--- config.mk ---
export PLATFORM = sky130hd
export DESIGN_NAME = dmem_arbiter
export DESIGN_NICKNAME = d
export VERILOG_FILES = /design/src/rtl/dmem_pkg.sv /design/src/rtl/rr_arb2.sv /design/src/rtl/dmem_arbiter.sv
export SDC_FILE = /design/constraint.sdc
export NUM_CORES = 1
export LEC_CHECK = 0
export BUFFER_PORTS_ARGS = -buffer_cell sky130_fd_sc_hd__buf_2
export CAP_MARGIN = 20
export CORE_MARGIN = 10
export CORE_UTILIZATION = 42
export DETAILED_ROUTE_END_ITERATION = 8
export PLACE_DENSITY = 0.8
export SLEW_MARGIN = 10
export SYNTH_ARGS = -nofsm -noshare
export SYNTH_HDL_FRONTEND = slang
export SYNTH_SLANG_ARGS = --single-unit
--- constraint.sdc ---
create_clock -name clk -period 2.12 [get_ports clk]
set_clock_uncertainty 0.2 [all_clocks]
set_input_delay 0.212 -clock clk [delete_from_list [all_inputs] [get_ports clk]]
set_output_delay 0.212 -clock clk [all_outputs]
set_load 0.005 [all_outputs]
--- src/rtl/dmem_pkg.sv ---
// Shared types and port encodings for the data-memory arbiter.
package dmem_pkg;

  typedef enum logic {
    IDLE,
    ACCESS
  } state_e;

  localparam logic PORT_CPU  = 1'b0;
  localparam logic PORT_HOST = 1'b1;

endpackage

--- src/rtl/rr_arb2.sv ---
// Combinational 2-way round-robin: on a tie the requester that did not own last wins.
module rr_arb2
  import dmem_pkg::*;
(
  input  logic [1:0] req_i,
  input  logic       last_i,
  output logic       valid_o,
  output logic       winner_o
);

  always_comb begin
    valid_o  = |req_i;
    winner_o = PORT_CPU;
    case (req_i)
      2'b01:   winner_o = PORT_CPU;
      2'b10:   winner_o = PORT_HOST;
      2'b11:   winner_o = ~last_i;
      default: winner_o = PORT_CPU;
    endcase
  end

endmodule

--- src/rtl/dmem_arbiter.sv ---
// Shares a single-port data memory between the CPU load/store path and a host loader,
// with round-robin arbitration and fixed-latency access sequencing.
module dmem_arbiter
  import dmem_pkg::*;
#(
  parameter int unsigned AW      = 8,
  parameter int unsigned DW      = 8,
  parameter int unsigned MEM_LAT = 2
) (
  input  logic          clk,
  input  logic          reset,
  input  logic          cpu_req,
  input  logic          cpu_we,
  input  logic [AW-1:0] cpu_addr,
  input  logic [DW-1:0] cpu_wdata,
  output logic [DW-1:0] cpu_rdata,
  output logic          cpu_ack,
  output logic          cpu_stall,
  input  logic          host_req,
  input  logic          host_we,
  input  logic [AW-1:0] host_addr,
  input  logic [DW-1:0] host_wdata,
  output logic [DW-1:0] host_rdata,
  output logic          host_ack,
  output logic          mem_en,
  output logic          mem_we,
  output logic [AW-1:0] mem_addr,
  output logic [DW-1:0] mem_wdata,
  input  logic [DW-1:0] mem_rdata,
  output logic          busy,
  output logic          owner
);

  localparam int unsigned CW = $clog2(MEM_LAT + 1);
  localparam logic [CW-1:0] LastCnt = CW'(MEM_LAT);

  if (MEM_LAT == 0 || MEM_LAT > 15) begin : g_bad_lat
    $error("dmem_arbiter: MEM_LAT must be in 1..15");
  end

  state_e        state_q, state_d;
  logic [CW-1:0] cnt_q, cnt_d;
  logic          owner_q, owner_d;
  logic          we_q, we_d;
  logic [AW-1:0] addr_q, addr_d;
  logic [DW-1:0] wdata_q, wdata_d;
  logic [DW-1:0] cpu_rdata_q, cpu_rdata_d;
  logic [DW-1:0] host_rdata_q, host_rdata_d;
  logic          gnt_valid, gnt_winner;
  logic          done;

  rr_arb2 u_arb (
    .req_i    ({host_req, cpu_req}),
    .last_i   (owner_q),
    .valid_o  (gnt_valid),
    .winner_o (gnt_winner)
  );

  assign done = (state_q == ACCESS) && (cnt_q == LastCnt);

  always_comb begin
    state_d      = state_q;
    cnt_d        = cnt_q;
    owner_d      = owner_q;
    we_d         = we_q;
    addr_d       = addr_q;
    wdata_d      = wdata_q;
    cpu_rdata_d  = cpu_rdata_q;
    host_rdata_d = host_rdata_q;
    case (state_q)
      IDLE: begin
        if (gnt_valid) begin
          state_d = ACCESS;
          cnt_d   = '0;
          owner_d = gnt_winner;
          we_d    = (gnt_winner == PORT_HOST) ? host_we    : cpu_we;
          addr_d  = (gnt_winner == PORT_HOST) ? host_addr  : cpu_addr;
          wdata_d = (gnt_winner == PORT_HOST) ? host_wdata : cpu_wdata;
        end
      end
      ACCESS: begin
        cnt_d = cnt_q + CW'(1);
        if (done) begin
          state_d = IDLE;
          cnt_d   = '0;
          if (!we_q) begin
            if (owner_q == PORT_HOST) host_rdata_d = mem_rdata;
            else                      cpu_rdata_d  = mem_rdata;
          end
        end
      end
      default: state_d = IDLE;
    endcase
  end

  always_ff @(posedge clk or negedge reset) begin
    if (!reset) begin
      state_q      <= IDLE;
      cnt_q        <= '0;
      owner_q      <= PORT_HOST;
      we_q         <= 1'b0;
      addr_q       <= '0;
      wdata_q      <= '0;
      cpu_rdata_q  <= '0;
      host_rdata_q <= '0;
    end else begin
      state_q      <= state_d;
      cnt_q        <= cnt_d;
      owner_q      <= owner_d;
      we_q         <= we_d;
      addr_q       <= addr_d;
      wdata_q      <= wdata_d;
      cpu_rdata_q  <= cpu_rdata_d;
      host_rdata_q <= host_rdata_d;
    end
  end

  assign mem_en    = (state_q == ACCESS) && (cnt_q == '0);
  assign mem_we    = mem_en & we_q;
  assign mem_addr  = addr_q;
  assign mem_wdata = wdata_q;
  assign busy      = (state_q == ACCESS);
  assign owner     = owner_q;
  assign cpu_ack   = done && (owner_q == PORT_CPU);
  assign host_ack  = done && (owner_q == PORT_HOST);
  assign cpu_stall = cpu_req & ~cpu_ack;

  // Load data is forwarded in the ack cycle so it is valid alongside the ack pulse.
  assign cpu_rdata  = (cpu_ack  && !we_q) ? mem_rdata : cpu_rdata_q;
  assign host_rdata = (host_ack && !we_q) ? mem_rdata : host_rdata_q;

endmodule

==> metrics <==
Site Rows 24; Die X 86.18 µm; max cap viols 0; DRC marker count from the first detailed-route iteration 98; I/O Buffers 84; Worst Setup Path Type reg2out; vias 1,780; Slew headroom 45.24%; Leak 1.503 nW; vias per cell 4.931; Worst Setup Start Kind flop; area of the multi-input gates 887.1 µm²; gr ovfl total 0; drt pass-1 iters 4; post-route cell area 0.003099 mm²; total chip power 3.949 mW; CTS tree yes; Synth Area in Adders 0%; final hold viol count 0; fin crit share 106.0%; net count after synthesis 218; crit end category output port; clk root buf clkbuf_8; Core Area 0.004294 mm²; Antenna Nets Post-Route 0; die area 0.007426 mm²; Post-Syn Area 0.001839 mm²; Cells after DPL 302; crit path time final 2.247 ns; hpwl dp 3507 µm; CTS sink count 37; FMAX 445.1 MHz; simple-gate share of the synthesized area 14.63%; # IOs 85; failing checks negative setup slack; Gate Count Post-Synth 172; fraction of layout cells with a size suffix above 1 48.54%; vias in the first global route 1,895; cell area power density 1274 mW/mm²; worst-margin pin slew 0.8213 ns; setup violators final 16; sequential fraction of the synthesis area 50.41%; routability cong. 0.7498; initial antenna violation count 0; Non-Filler Instances 361; Num CTS Buffers 5; FF/Latch Area 928.4 µm²; crit path DAT 1.83 ns; run status finished, violations left; XOR/XNOR Fraction of Synth Area 0%; Layout fillers 281; Hold WC Path Type in2reg; first-pass GRT wire length 9653 µm; multiplexer share of the synthesized area 21.63%; Peak supply drop 0.5130 mV; clock buffer depth 2; Syn Area/Cell 10.69 µm²; final core occ 72.17%; clock-pin slew on the worst setup and hold paths 0.07 ns; Final WS setup -0.1267 ns; Residual DRC 0; Synth cell types 26; P&R area growth vs syn 68.50%; DR WL/cell 17.50 µm; unrepaired setup endpoints after global routing yes; worst skew pair latency 0.29 ns; pin count of the biggest net entering global routing 38; largest family of logic cells by synthesized area multiplexers; H-tree depth 2; TNS Setup -1.188 ns; fin. max-slew vios 0; Yosys reg bits 37; Die Ht 86.18 µm; WP data required 1.71 ns; starting density of the core 42.83%; Total GRT Usage 16.28%; crit-path max FO 7; Synth Area in Compound Gates 8.980%; r2r setup slk 0.10 ns; YS warnings 0; ANT cells 0; Nets 354; final WL 6319 µm; Post-DP Area 0.002328 mm²
==> flip-flops by register name (all words and copies together), names as in the netlist <==
register      flops
cpu_rdata_q       8
host_rdata_q      8
mem_addr          8
mem_wdata         8
cnt_q             2
busy              1
owner             1
we_q              1
==> report_power, final <==
group	internal, mW	leakage (nW)	total, mW	switching [mW]
sequential	1.07	0.424	1.27	0.204
combinational	1.23	1.02	2.04	0.817
clock	0.382	0.0574	0.634	0.251
==> worst max-delay path, cell delays in order, from the launching register on <==
cell     delay, ns
dfrtp_1       0.37
inv_2         0.07
or4_4         0.64
mux2_4        0.35
buf_6         0.12
==> synthesized netlist by cell type <==
cell / count / area [µm²]
inv_2: 1 / 3.750
dfrtp_1: 36 / 900.9
nor3_1: 3 / 15.01
o21ai_0: 1 / 5.000
clkbuf_1: 9 / 33.78
and2_1: 1 / 6.260
nand2b_1: 1 / 6.260
mux2_2: 22 / 247.7
buf_4: 1 / 7.510
a31o_2: 1 / 8.760
buf_12: 1 / 20.02
a31oi_1: 19 / 118.9
inv_1: 1 / 3.750
or4_4: 1 / 11.26
dfstp_2: 1 / 26.28
mux2_4: 10 / 150.1
nor2b_1: 1 / 6.260
a21oi_1: 1 / 5.000
nor2_1: 19 / 71.32
buf_6: 1 / 11.26
or3_2: 1 / 7.510
o21ba_2: 1 / 10.01
a21bo_2: 1 / 10.01
nor3_2: 1 / 10.01
a21boi_1: 1 / 7.510
nand2_1: 36 / 135.1
==> kinds of logic after synthesis <==
family,count (synthesis)
simple gates,64
flops,37
mux,32
compound gates,25
buf+inv,14
==> what timing repair did <==
item	in CTS	in global routing
hold buffers	41	0
cloned	2	0
pin swaps	2	1
endpoints found under the setup margin	16	17
setup buffers	7	1
gates resized for setup	17	10
hold endpoints to repair	62	0
==> final timing paths <==
check                                from              end  cells after the start
hold reg to reg            cpu_rdata_q[0]   cpu_rdata_q[0]                      1
setup reg to reg                 cnt_q[0]  host_rdata_q[3]                      7
max in group asynchronous           reset         cnt_q[1]                      2
min in group asynchronous           reset   cpu_rdata_q[3]                      2
hold / removal               mem_rdata[1]  host_rdata_q[1]                      2
setup / recovery                     busy     cpu_rdata[0]                      4
==> per-layer routing <==
layer	vias to the layer above	wire, µm	track usage (%)
li1	868	-	-
met1	827	2365	16.68
met2	71	3298	29.14
met3	14	501	6.379
met4	0	153	6.186
met5	-	0	0
==> placed cells by master, fill, tap and decap left out, drive strengths merged <==
master       netlist  layout
buf                3      98
dlygate4sd3        0      41
nand2             36      36
dfrtp             36      36
mux2              32      32
nor2              19      19
a31oi             19      19
clkbuf             9       6
nor3               4       4
or4                1       2
inv                2       2
nand2b             1       1
and2               1       1
nor2b              1       1
a21bo              1       1
o21ba              1       1
a21boi             1       1
a31o               1       1
or3                1       1
o21ai              1       1
a21oi              1       1
bufinv             0       1
clkinvlp           0       1
bufbuf             0       1
dfstp              1       1
==> layout make-up <==
cell class | instances | share of cell area, %
tap | 52 | 2.099
inverter | 2 | 0.2422
clock buffer | 6 | 2.665
sequential | 37 | 29.96
multi-input combinational | 122 | 28.62
timing repair buffer | 140 | 35.20
clock inverter | 2 | 1.211
==> per-stage QoR <==
stage                     hold WS [ns]  worst slack (ns)
after global routing           0.01923           -0.1766
final                          0.02745           -0.1267
after CTS                     0.003601           -0.1360
after detailed placement        0.1579            0.1120
after floorplan                -0.2836           0.04233
after global placement          0.1432            0.1378
Note: power is estimated with default switching activity, not from simulation.
